### src/rtl/edge_pkg.sv
// Shared types for the edge event arbiter: the per-channel detect-mode encoding
// and the arbiter state, plus the edge qualification helper.
package edge_pkg;

  typedef enum logic [1:0] {
    OFF  = 2'b00,
    RISE = 2'b01,
    FALL = 2'b10,
    BOTH = 2'b11
  } edge_mode_e;

  typedef enum logic {
    IDLE  = 1'b0,
    OFFER = 1'b1
  } arb_state_e;

  function automatic logic edge_qualified(input edge_mode_e mode_sel,
                                          input logic       is_rise,
                                          input logic       is_fall);
    return (is_rise && (mode_sel == RISE || mode_sel == BOTH)) ||
           (is_fall && (mode_sel == FALL || mode_sel == BOTH));
  endfunction

endpackage

### src/rtl/edge_detect_cell.sv
// One monitored channel: input history register, mode qualification and the
// pending / edge-type / sticky-overflow bits.
module edge_detect_cell
  import edge_pkg::*;
(
  input  logic       clk,
  input  logic       reset,
  input  logic       i_din,
  input  logic [1:0] i_mode,
  input  logic       i_ovf_clr,
  input  logic       i_hs,
  output logic       o_pend_next,
  output logic       o_rise_next,
  output logic       o_ovf
);

  logic r_din_q;
  logic r_pend;
  logic r_rise;
  logic r_ovf;

  logic w_rise;
  logic w_fall;
  logic w_qual;
  logic w_drop;

  assign w_rise = i_din & ~r_din_q;
  assign w_fall = ~i_din & r_din_q;
  assign w_qual = edge_qualified(edge_mode_e'(i_mode), w_rise, w_fall);
  assign w_drop = w_qual & r_pend & ~i_hs;

  // Next-state is exported so the arbiter can offer an edge the cycle after it occurs.
  always_comb begin
    o_pend_next = r_pend;
    o_rise_next = r_rise;
    if (w_qual && (!r_pend || i_hs)) begin
      o_pend_next = 1'b1;
      o_rise_next = w_rise;
    end else if (i_hs) begin
      o_pend_next = 1'b0;
    end
  end

  always_ff @(posedge clk) begin
    r_din_q <= i_din;
    if (reset) begin
      r_pend <= 1'b0;
      r_rise <= 1'b0;
      r_ovf  <= 1'b0;
    end else begin
      r_pend <= o_pend_next;
      r_rise <= o_rise_next;
      if (w_drop)
        r_ovf <= 1'b1;
      else if (i_ovf_clr)
        r_ovf <= 1'b0;
    end
  end

  assign o_ovf = r_ovf;

endmodule

### src/rtl/edge_event_arbiter.sv
// Edge event arbiter: per-channel edge detection feeding a round-robin
// valid/ready event offer.
//   state | meaning
//   IDLE  | nothing pending, evt_valid low
//   OFFER | evt_ch/evt_rise held until the consumer handshakes
module edge_event_arbiter
  import edge_pkg::*;
#(
  parameter  int NUM_CH = 4,
  localparam int CW     = $clog2(NUM_CH)
) (
  input  logic                  clk,
  input  logic                  reset,
  input  logic [NUM_CH-1:0]     din,
  input  logic [2*NUM_CH-1:0]   mode,
  input  logic [NUM_CH-1:0]     ovf_clr,
  output logic                  evt_valid,
  input  logic                  evt_ready,
  output logic [CW-1:0]         evt_ch,
  output logic                  evt_rise,
  output logic [NUM_CH-1:0]     ovf
);

  arb_state_e        r_state;
  logic              r_valid;
  logic [CW-1:0]     r_ch;
  logic              r_rise;
  logic [CW-1:0]     r_ptr;

  logic              w_hs;
  logic [NUM_CH-1:0] w_hs_vec;
  logic [NUM_CH-1:0] w_pend_next;
  logic [NUM_CH-1:0] w_rise_next;
  logic [CW-1:0]     w_ch_inc;
  logic [CW-1:0]     w_start;
  logic [CW:0]       w_sum;
  logic              w_found;
  logic [CW-1:0]     w_win;

  assign w_hs     = r_valid & evt_ready;
  assign w_ch_inc = (r_ch == CW'(NUM_CH - 1)) ? '0 : r_ch + CW'(1);
  // On a handshake the search must already start past the channel being accepted.
  assign w_start  = (r_state == OFFER) ? w_ch_inc : r_ptr;

  for (genvar c = 0; c < NUM_CH; c++) begin : g_ch
    assign w_hs_vec[c] = w_hs && (r_ch == CW'(c));

    edge_detect_cell u_cell (
      .clk         (clk),
      .reset       (reset),
      .i_din       (din[c]),
      .i_mode      (mode[2*c+1:2*c]),
      .i_ovf_clr   (ovf_clr[c]),
      .i_hs        (w_hs_vec[c]),
      .o_pend_next (w_pend_next[c]),
      .o_rise_next (w_rise_next[c]),
      .o_ovf       (ovf[c])
    );
  end

  always_comb begin
    w_found = 1'b0;
    w_win   = '0;
    w_sum   = '0;
    for (int i = 0; i < NUM_CH; i++) begin
      w_sum = {1'b0, w_start} + (CW+1)'(i);
      if (w_sum >= (CW+1)'(NUM_CH))
        w_sum = w_sum - (CW+1)'(NUM_CH);
      if (!w_found && w_pend_next[w_sum[CW-1:0]]) begin
        w_found = 1'b1;
        w_win   = w_sum[CW-1:0];
      end
    end
  end

  always_ff @(posedge clk) begin
    if (reset) begin
      r_state <= IDLE;
      r_valid <= 1'b0;
      r_ch    <= '0;
      r_rise  <= 1'b0;
      r_ptr   <= '0;
    end else begin
      case (r_state)
        IDLE: begin
          if (w_found) begin
            r_state <= OFFER;
            r_valid <= 1'b1;
            r_ch    <= w_win;
            r_rise  <= w_rise_next[w_win];
          end
        end
        OFFER: begin
          if (w_hs) begin
            r_ptr <= w_ch_inc;
            if (w_found) begin
              r_ch   <= w_win;
              r_rise <= w_rise_next[w_win];
            end else begin
              r_state <= IDLE;
              r_valid <= 1'b0;
            end
          end
        end
        default: begin
          r_state <= IDLE;
          r_valid <= 1'b0;
        end
      endcase
    end
  end

  assign evt_valid = r_valid;
  assign evt_ch    = r_ch;
  assign evt_rise  = r_rise;

endmodule

### config.mk
export PLATFORM = sky130hd
export DESIGN_NAME = edge_event_arbiter
export DESIGN_NICKNAME = d
export VERILOG_FILES = /design/src/rtl/edge_pkg.sv /design/src/rtl/edge_detect_cell.sv /design/src/rtl/edge_event_arbiter.sv
export SDC_FILE = /design/constraint.sdc
export NUM_CORES = 1
export LEC_CHECK = 0
export CORE_MARGIN = 4
export CORE_UTILIZATION = 45
export DETAILED_ROUTE_END_ITERATION = 16
export GPL_TIMING_DRIVEN = 0
export PLACE_DENSITY = 0.75
export SETUP_SLACK_MARGIN = 0.5
export SLEW_MARGIN = 30
export SYNTH_ARGS = -nofsm -noshare
export SYNTH_HDL_FRONTEND = slang
export SYNTH_SLANG_ARGS = --single-unit
### constraint.sdc
create_clock -name clk -period 1.9 [get_ports clk]
set_input_delay 0.38 -clock clk [delete_from_list [all_inputs] [get_ports clk]]
set_output_delay 0.38 -clock clk [all_outputs]
set_load 0.005 [all_outputs]
==> results of run 1 <==
[through the flow]
step                 util  instances  instance area (um^2)  hold WS, ps
finish              0.735        219                  2010          332
global route        0.735        219                  2010          328
CTS                 0.695        215                  1900          328
detailed placement  0.594        190                  1620          466
global placement    0.594        190                  1620          463
floorplan               -        135                  1350          408
[flip-flops by register name (all words and copies together), names as in the netlist]
name and flops:
r_state 1, g_ch.u_cell.r_din_q 4, g_ch.u_cell.r_pend 4, evt_valid 1
g_ch.u_cell.r_rise 4, r_ptr 2, evt_rise 1, g_ch.u_cell.o_ovf 4
evt_ch 2
[kinds of logic after synthesis]
| kind of cell | Yosys count | share of synthesized area |
|---|---|---|
| simple gates | 49 | 0.214 |
| compound gates | 37 | 0.266 |
| flops | 23 | 0.360 |
| buf+inv | 14 | 0.0548 |
| mux | 8 | 0.0656 |
| fa+ha+maj | 4 | 0.0391 |
[where the power goes]
group / total (mW) / internal (mW) / leakage [nW] / switching (mW)
Combinational: 0.523 / 0.291 / 0.624 / 0.232
Sequential: 0.564 / 0.520 / 0.194 / 0.0445
Clock: 0.232 / 0.0822 / 0.0150 / 0.150
[cells in the mapped netlist (all sizes together)]
master,number
nand3b,2
inv,6
o2111ai,1
a221oi,4
dfxtp,23
and4,1
o21ba,1
and2,1
a21oi,11
o21ai,1
a211o,2
and3b,4
nor2b,8
nor3b,1
mux2,3
a21o,1
nand3,5
clkbuf,2
and3,1
o31a,1
ha,4
a211oi,3
nor3,2
a311oi,2
nor2,15
mux2i,5
o211a,1
a22o,1
nand2b,2
o221ai,1
o211ai,2
nor4b,1
o22ai,2
nand2,6
buf,6
a2bb2oi,1
o21bai,1
o21a,1
[cell type report]
| type | count | area [um^2] |
|---|---|---|
| Multi-Input combinational cell | 98 | 946 |
| Fill cell | 184 | 724 |
| Sequential cell | 23 | 479 |
| Timing Repair Buffer | 49 | 442 |
| Buffer | 8 | 50.0 |
| Tap cell | 31 | 38.8 |
| Inverter | 6 | 27.5 |
| Clock buffer | 4 | 26.3 |
[final timing paths]
check,start,to,slack [ps]
setup / recovery,evt_ch[0],evt_ch[0],-140
hold / removal,din[0],g_ch[0].u_cell.r_din_q,330
setup reg to reg,evt_ch[0],evt_ch[0],-140
hold reg to reg,g_ch[2].u_cell.o_ovf,g_ch[2].u_cell.o_ovf,480
[repair_timing]
item                                    CTS  global route
gates resized for setup                  49            19
endpoints found under the setup margin   18            13
pin swaps                                12            10
buffers inserted                         21             4
[per-layer routing]
metal	up-vias	GRT usage
met1	595	0.197
met4	0	0.0898
met5	-	0
met3	11	0.0398
met2	36	0.364
li1	595	-
==> results by group, run 1 <==
Outcome
  – Run status: complete, but fails checks
  – Failing checks: negative setup slack

Die
  – Die X: 61.3 um
  – Area of the core: 2730 um^2
  – Die Outline Area: 3760 um^2
  – I/O pin cnt: 27
  – Number of placement rows: 19
  – Height of the chip: 61.3 um
  – Starting Density: 0.468

Critical path
  – Highest cell delay on the worst timing path: 420 ps
  – WP buf/inv: 3
  – Highest-delay cell along the critical path: dfxtp_4
  – Number of cells on the critical path: 10
  – Critical Path RT: 2110 ps
  – Ordered list of cells on the worst path: inv_4 > ha_4 > mux2_4 > a211o_1 > a21oi_2 > a211oi_2 > buf_4 > buf_6 > mux2i_1 > nor2_1
  – Number of cells on the worst reg-to-reg path: 10
  – Critical Path Start Type: register
  – Worst path arrival time: 2250 ps
  – Critical Path End Type: register
  – Largest delay share family, worst path: compound AO/OA/AOI/OAI gates
  – Largest fanout of any net on the critical path: 5
  – Classification of the worst setup path: reg2reg

CTS
  – Number of hold buffers added after cts: 0
  – Insertion delay of the later-clocked pin in the worst-skew pair: 320 ps
  – Maximum count of clock buffers along a single path: 2
  – CTS HTree Levels: 1
  – Clk pin slew, worst setup/hold paths: 130 ps
  – Clock Root Buffer: clkbuf_4
  – TritonCTS Buffers: 3
  – TritonCTS clock tree: yes
  – Clock sinks: 23

Power and ir drop
  – Static leakage power: 0.832 nW
  – Total chip power: 1.32 mW
  – Highest ir drop seen on vdd: 0.000639 V
  – P per Cell Area: 657 nW/um^2

Yosys
  – Fraction of synthesized cell area taken by the top area cell type: 0.360
  – Gate count of the mapped netlist: 135
  – Share of synthesized area occupied by flip-flops and latches: 0.360
  – Mean cell area of the mapped netlist: 9.47 um^2
  – Synthesized netlist net count: 158
  – Number of storage elements in the synthesis netlist: 23
  – Post-synthesis cell type with the largest combined area: dfxtp_1
  – Number of synthesis warnings: 0
  – Number of distinct library cell variants in the gate-level netlist after synthesis: 46
  – Total standard cell area after synthesis: 1280 um^2
  – Biggest area contributors in the synthesized netlist: dfxtp_1 36%, nor2_1 4.4%, a21oi_1 3.9%

Place
  – Buffers added on ports: 24
  – Worst setup slack before clock tree synthesis: -416 ps
  – Gpl congestion: 0.814
  – Detailed Place HPWL: 2.19 mm

Finish
  – Synthesis-to-finish area growth: 57.1%
  – Final net count: 212
  – Most common cell after layout, fill and taps aside: buf_4
  – Number of antenna repair diodes: 0
  – Fraction of final layout cells with drive strength greater than 1: 0.441
  – Leading cell types in the layout, fill and taps excluded: 22 x buf_4, 15 x nor2_1, 14 x dfxtp_1

Timing
  – Relative slew slack: 0.595
  – Final period utilization: 1.07
  – Fmax: 491 MHz
  – Final sum of negative setup slack: -269 ps
  – Setup repair after global routing missed its margin: yes
  – Setup WS post-layout: -137 ps
  – Transition at the pin with the smallest max-transition slack: 608 ps
  – Number of failing setup endpoints in the final timing report: 2
  – Max-slew violation total from the final report: 0
  – Post-route clock skew: 15.8 ps
  – Final worst path period need: 2040 ps
  – Count of final hold-check violations: 0

GRT
  – Largest net degree at the start of global routing: 13
  – Aggregate global-route resource usage: 0.192
  – Global-route wire length before repair: 5.26 mm
  – Number of global-route vias before repair: 1210
  – Residual overflow from global routing: 0
  – Antenna violations before repair: 0

Detailed routing
  – DRC: 0
  – Highest routed metal layer: met4
  – Antenna-violating nets left: 0
  – Sum of routed wire length over all layers: 3.49 mm
  – Post-detailed-route via-to-cell ratio: 5.65
  – Average wire length per cell after detail routing: 15.9 um
  – DRT iter0 DRCs: 45
  – Met3 wire length: 134 um
  – DR WL met2: 1.97 mm
  – First-pass detailed-route iteration total: 4
  – Wire length the detailed router placed on met1: 1.30 mm
  – Total via count in the routed design: 1237

Min path
  – Path category of the worst min-delay check: in2reg
  – Hold-critical path depth: 1

Run
  – Max cap viols: 0
Power figures use the tool's default switching activity.
==> run 2: changes to the inputs <==
Settings changed: CTS_BUF_LIST set to sky130_fd_sc_hd__clkbuf_8, SYNTH_HIERARCHICAL set to 1.
==> results by group, run 2 <==
Detailed routing
  – Sum of routed wire length over all layers: 3.43 mm (was 3.49 mm)
  – DRT iter0 DRCs: 38 (was 45)
  – Post-detailed-route via-to-cell ratio: 5.62 (was 5.65)
  – Total via count in the routed design: 1197 (was 1237)
  – First-pass detailed-route iteration total: 4 (unchanged)
  – DRC: 0 (unchanged)
  – Antenna-violating nets left: 0 (unchanged)
  – Average wire length per cell after detail routing: 16.1 um (was 15.9 um)

GRT
  – Residual overflow from global routing: 0 (unchanged)
  – Number of global-route vias before repair: 1204 (was 1210)
  – Antenna violations before repair: 0 (unchanged)
  – Aggregate global-route resource usage: 0.195 (was 0.192)
  – Largest net degree at the start of global routing: 18 (was 13)
  – Global-route wire length before repair: 5.32 mm (was 5.26 mm)

Yosys
  – Share of synthesized area occupied by flip-flops and latches: 0.380 (was 0.360)
  – Most frequently used cell type in the post-synthesis netlist: dfxtp_1 (unchanged)
  – Mean cell area of the mapped netlist: 9.40 um^2 (was 9.47 um^2)
  – Post-synthesis cell type with the largest combined area: dfxtp_1 (unchanged)
  – Share of synthesized flip-flops with an asynchronous set or reset: 0 (unchanged)
  – Top FF cell, synth: dfxtp_1 (unchanged)
  – Number of synthesis warnings: 6 (was 0)
  – Top cells by count, synth: 23 x dfxtp_1, 12 x inv_1, 9 x nor2_1, 7 x nand2_1, 6 x a21oi_1 (was 23 x dfxtp_1, 15 x nor2_1, 10 x a21oi_1, 8 x nor2b_1)
  – Biggest area contributors in the synthesized netlist: dfxtp_1 38%, mux2_4 5.0%, ha_1 4.1% (was dfxtp_1 36%, nor2_1 4.4%, a21oi_1 3.9%)
  – Post-synth EDFFs: 0 (unchanged)
  – Fraction of synthesized cell area taken by the top area cell type: 0.380 (was 0.360)
  – Total standard cell area after synthesis: 1210 um^2 (was 1280 um^2)
  – Number of storage elements in the synthesis netlist: 23 (unchanged)
  – Gate count of the mapped netlist: 129 (was 135)
  – Number of distinct library cell variants in the gate-level netlist after synthesis: 37 (was 46)
  – Synthesized netlist net count: 152 (was 158)

CTS
  – Clk pin slew, worst setup/hold paths: 90 ps (was 130 ps)
  – Clock sinks: 23 (unchanged)
  – Maximum count of clock buffers along a single path: 2 (unchanged)
  – Clock Root Buffer: clkbuf_8 (was clkbuf_4)
  – TritonCTS clock tree: yes (unchanged)
  – Insertion delay of the later-clocked pin in the worst-skew pair: 270 ps (was 320 ps)
  – CTS HTree Levels: 1 (unchanged)
  – TritonCTS Buffers: 3 (unchanged)
  – Number of hold buffers added after cts: 0 (unchanged)

Timing
  – Relative slew slack: 0.579 (was 0.595)
  – Max-slew violation total from the final report: 0 (unchanged)
  – Transition at the pin with the smallest max-transition slack: 632 ps (was 608 ps)
  – Setup repair after global routing missed its margin: yes (unchanged)
  – Final period utilization: 1.10 (was 1.07)
  – Post-route clock skew: 8.28 ps (was 15.8 ps)
  – Count of final hold-check violations: 0 (unchanged)
  – Final worst path period need: 2090 ps (was 2040 ps)
  – Number of failing setup endpoints in the final timing report: 3 (was 2)
  – Fmax: 478 MHz (was 491 MHz)
  – Setup WS post-layout: -194 ps (was -137 ps)

Finish
  – Utilization of the core after routing: 0.813 (was 0.735)
  – Synthesis-to-finish area growth: 69.2% (was 57.1%)
  – Most common cell after layout, fill and taps aside: dfxtp_1 (was buf_4)
  – Final net count: 207 (was 212)
  – Number of standard cells in the final layout excluding fillers: 213 (was 219)
  – Leading cell types in the layout, fill and taps excluded: 20 x dfxtp_1, 17 x buf_4, 14 x dlygate4sd2_1 (was 22 x buf_4, 15 x nor2_1, 14 x dfxtp_1)
  – Fraction of final layout cells with drive strength greater than 1: 0.459 (was 0.441)
  – Number of antenna repair diodes: 0 (unchanged)

Die
  – Area of the core: 2520 um^2 (was 2730 um^2)
  – Die X: 59.9 um (was 61.3 um)
  – Starting Density: 0.481 (was 0.468)
  – Die Outline Area: 3590 um^2 (was 3760 um^2)
  – I/O pin cnt: 27 (unchanged)
  – Height of the chip: 59.9 um (was 61.3 um)
  – Number of placement rows: 18 (was 19)

Critical path
  – Reg2reg setup slack: -190 ps (was -140 ps)
  – Classification of the worst setup path: reg2reg (unchanged)
  – Worst setup startpoint: evt_ch[0] (unchanged)
  – Ordered list of cells on the worst path: inv_4 > ha_4 > and3_1 > nand2b_4 > nand2_4 > buf_4 > inv_1 > o21ai_0 > a32oi_1 > a211o_1 > o221ai_2 (was inv_4 > ha_4 > mux2_4 > a211o_1 > a21oi_2 > a211oi_2 > buf_4 > buf_6 > mux2i_1 > nor2_1)
  – Highest-delay cell along the critical path: dfxtp_4 (unchanged)
  – Crit Reg-Reg Startpoint: evt_ch[0] (unchanged)
  – Number of cells on the worst reg-to-reg path: 11 (was 10)
  – Critical Path RT: 2090 ps (was 2110 ps)
  – Critical Path Start Type: register (unchanged)
  – Reg2Reg Capture Point: evt_rise (was evt_ch[0])
  – Critical Path End Type: register (unchanged)
  – Setup crit end: evt_rise (was evt_ch[0])
  – Highest cell delay on the worst timing path: 410 ps (was 420 ps)
  – Largest fanout of any net on the critical path: 5 (unchanged)
  – Worst path arrival time: 2280 ps (was 2250 ps)

Power and ir drop
  – Static leakage power: 0.882 nW (was 0.832 nW)
  – P per Cell Area: 674 nW/um^2 (was 657 nW/um^2)
  – Highest ir drop seen on vdd: 0.000672 V (was 0.000639 V)

Run
  – Max cap viols: 0 (unchanged)

Outcome
  – Run status: complete, but fails checks (unchanged)
  – Failing checks: negative setup slack (unchanged)

Min path
  – Path category of the worst min-delay check: in2reg (unchanged)

Place
  – Detailed Place HPWL: 2.08 mm (was 2.19 mm)
  – Buffers added on ports: 26 (was 24)
  – Placed cell count: 185 (was 190)
  – Gpl congestion: 0.824 (was 0.814)
-- run 2: cell types whose count changed in the layout (fill, tap and decap cells not counted), sizes merged, moves of 6 or more --
cell / before / now
inv: 6 / 13
buf: 33 / 26
dlygate4sd2: 4 / 14
nor2b: 8 / 0
nor2: 15 / 9
-- run 2: cells by family after synthesis --
family | Yosys count | share of synthesized area
AO/OA/AOI/OAI | 32 | 0.208
buffers and inverters | 14 | 0.0464
adder cells (fa/ha/maj) | 4 | 0.0413
AND/OR/NAND/NOR | 47 | 0.232
multiplexers | 9 | 0.0918
flip-flops | 23 | 0.380
-- run 2: stage by stage --
stage | setup slack, ps | hold WS (ps) | TNS, ps | instance area [um^2] | total power, mW
after floorplan | 59.4 | 408 | 0 | 1410 | 0.832
after global placement | -592 | 480 | -1870 | 1710 | 0.947
after detailed placement | -646 | 495 | -2080 | 1710 | 0.957
after CTS | -105 | 379 | -172 | 1960 | 1.32
after global routing | -251 | 296 | -487 | 2050 | 1.45
final | -194 | 276 | -295 | 2050 | 1.38
-- run 2: cell type report --
class,count,area (um^2)
multi-input combinational,92,983
sequential,23,472
fill,148,470
timing repair buffer,50,453
inverter,12,50.0
clock buffer,3,41.3
tap,30,37.5
buffer,2,11.3
clock inverter,1,3.75
-- run 2: where the power goes --
group          switching [mW]  total [mW]  internal [mW]
logic                   0.234       0.514          0.280
registers              0.0427       0.564          0.521
clock network           0.160       0.305          0.144
total                   0.437        1.38          0.946
-- run 2: timing repair --
item | in CTS | in global routing
buffers inserted | 17 | 7
setup endpoints to repair | 23 | 11
endpoints found under the hold margin | 0 | 0
pin swaps | 11 | 11
resized for setup | 38 | 15
-- run 2: critical path, delay by kind of cell, from the launching register on --
family	cells	cell delay [ps]
AO/OA/AOI/OAI	4	840
AND/OR/NAND/NOR	3	410
flip-flops	1	410
buffers and inverters	3	220
adder cells (fa/ha/maj)	1	140
-- run 2: worst min-delay path by stage --
stage	start	end	slack [ps]	cells after the start
after floorplan	din[0]	g_ch[0].u_cell/r_din_q	410	0
after global placement	r_ptr[0]	r_ptr[0]	480	2
after detailed placement	r_ptr[0]	r_ptr[0]	500	2
after CTS	din[2]	g_ch[2].u_cell/r_din_q	380	1
after global routing	din[0]	g_ch[0].u_cell/r_din_q	300	1
final	din[0]	g_ch[0].u_cell/r_din_q	280	1
-- run 2: metal layers --
layer | vias to the layer above | share of wire | global-route usage
met4 | 0 | 0.0061 | 0.0285
met1 | 581 | 0.42 | 0.221
met2 | 31 | 0.53 | 0.375
met3 | 4 | 0.052 | 0.0410
met5 | - | 0 | 0
li1 | 581 | - | -
==> run 3: changes to the inputs <==
Settings changed: CTS_CLUSTER_SIZE set to 30.
==> results of run 3 <==
The final DEF is identical to that of run 2; final timing and power are the same.
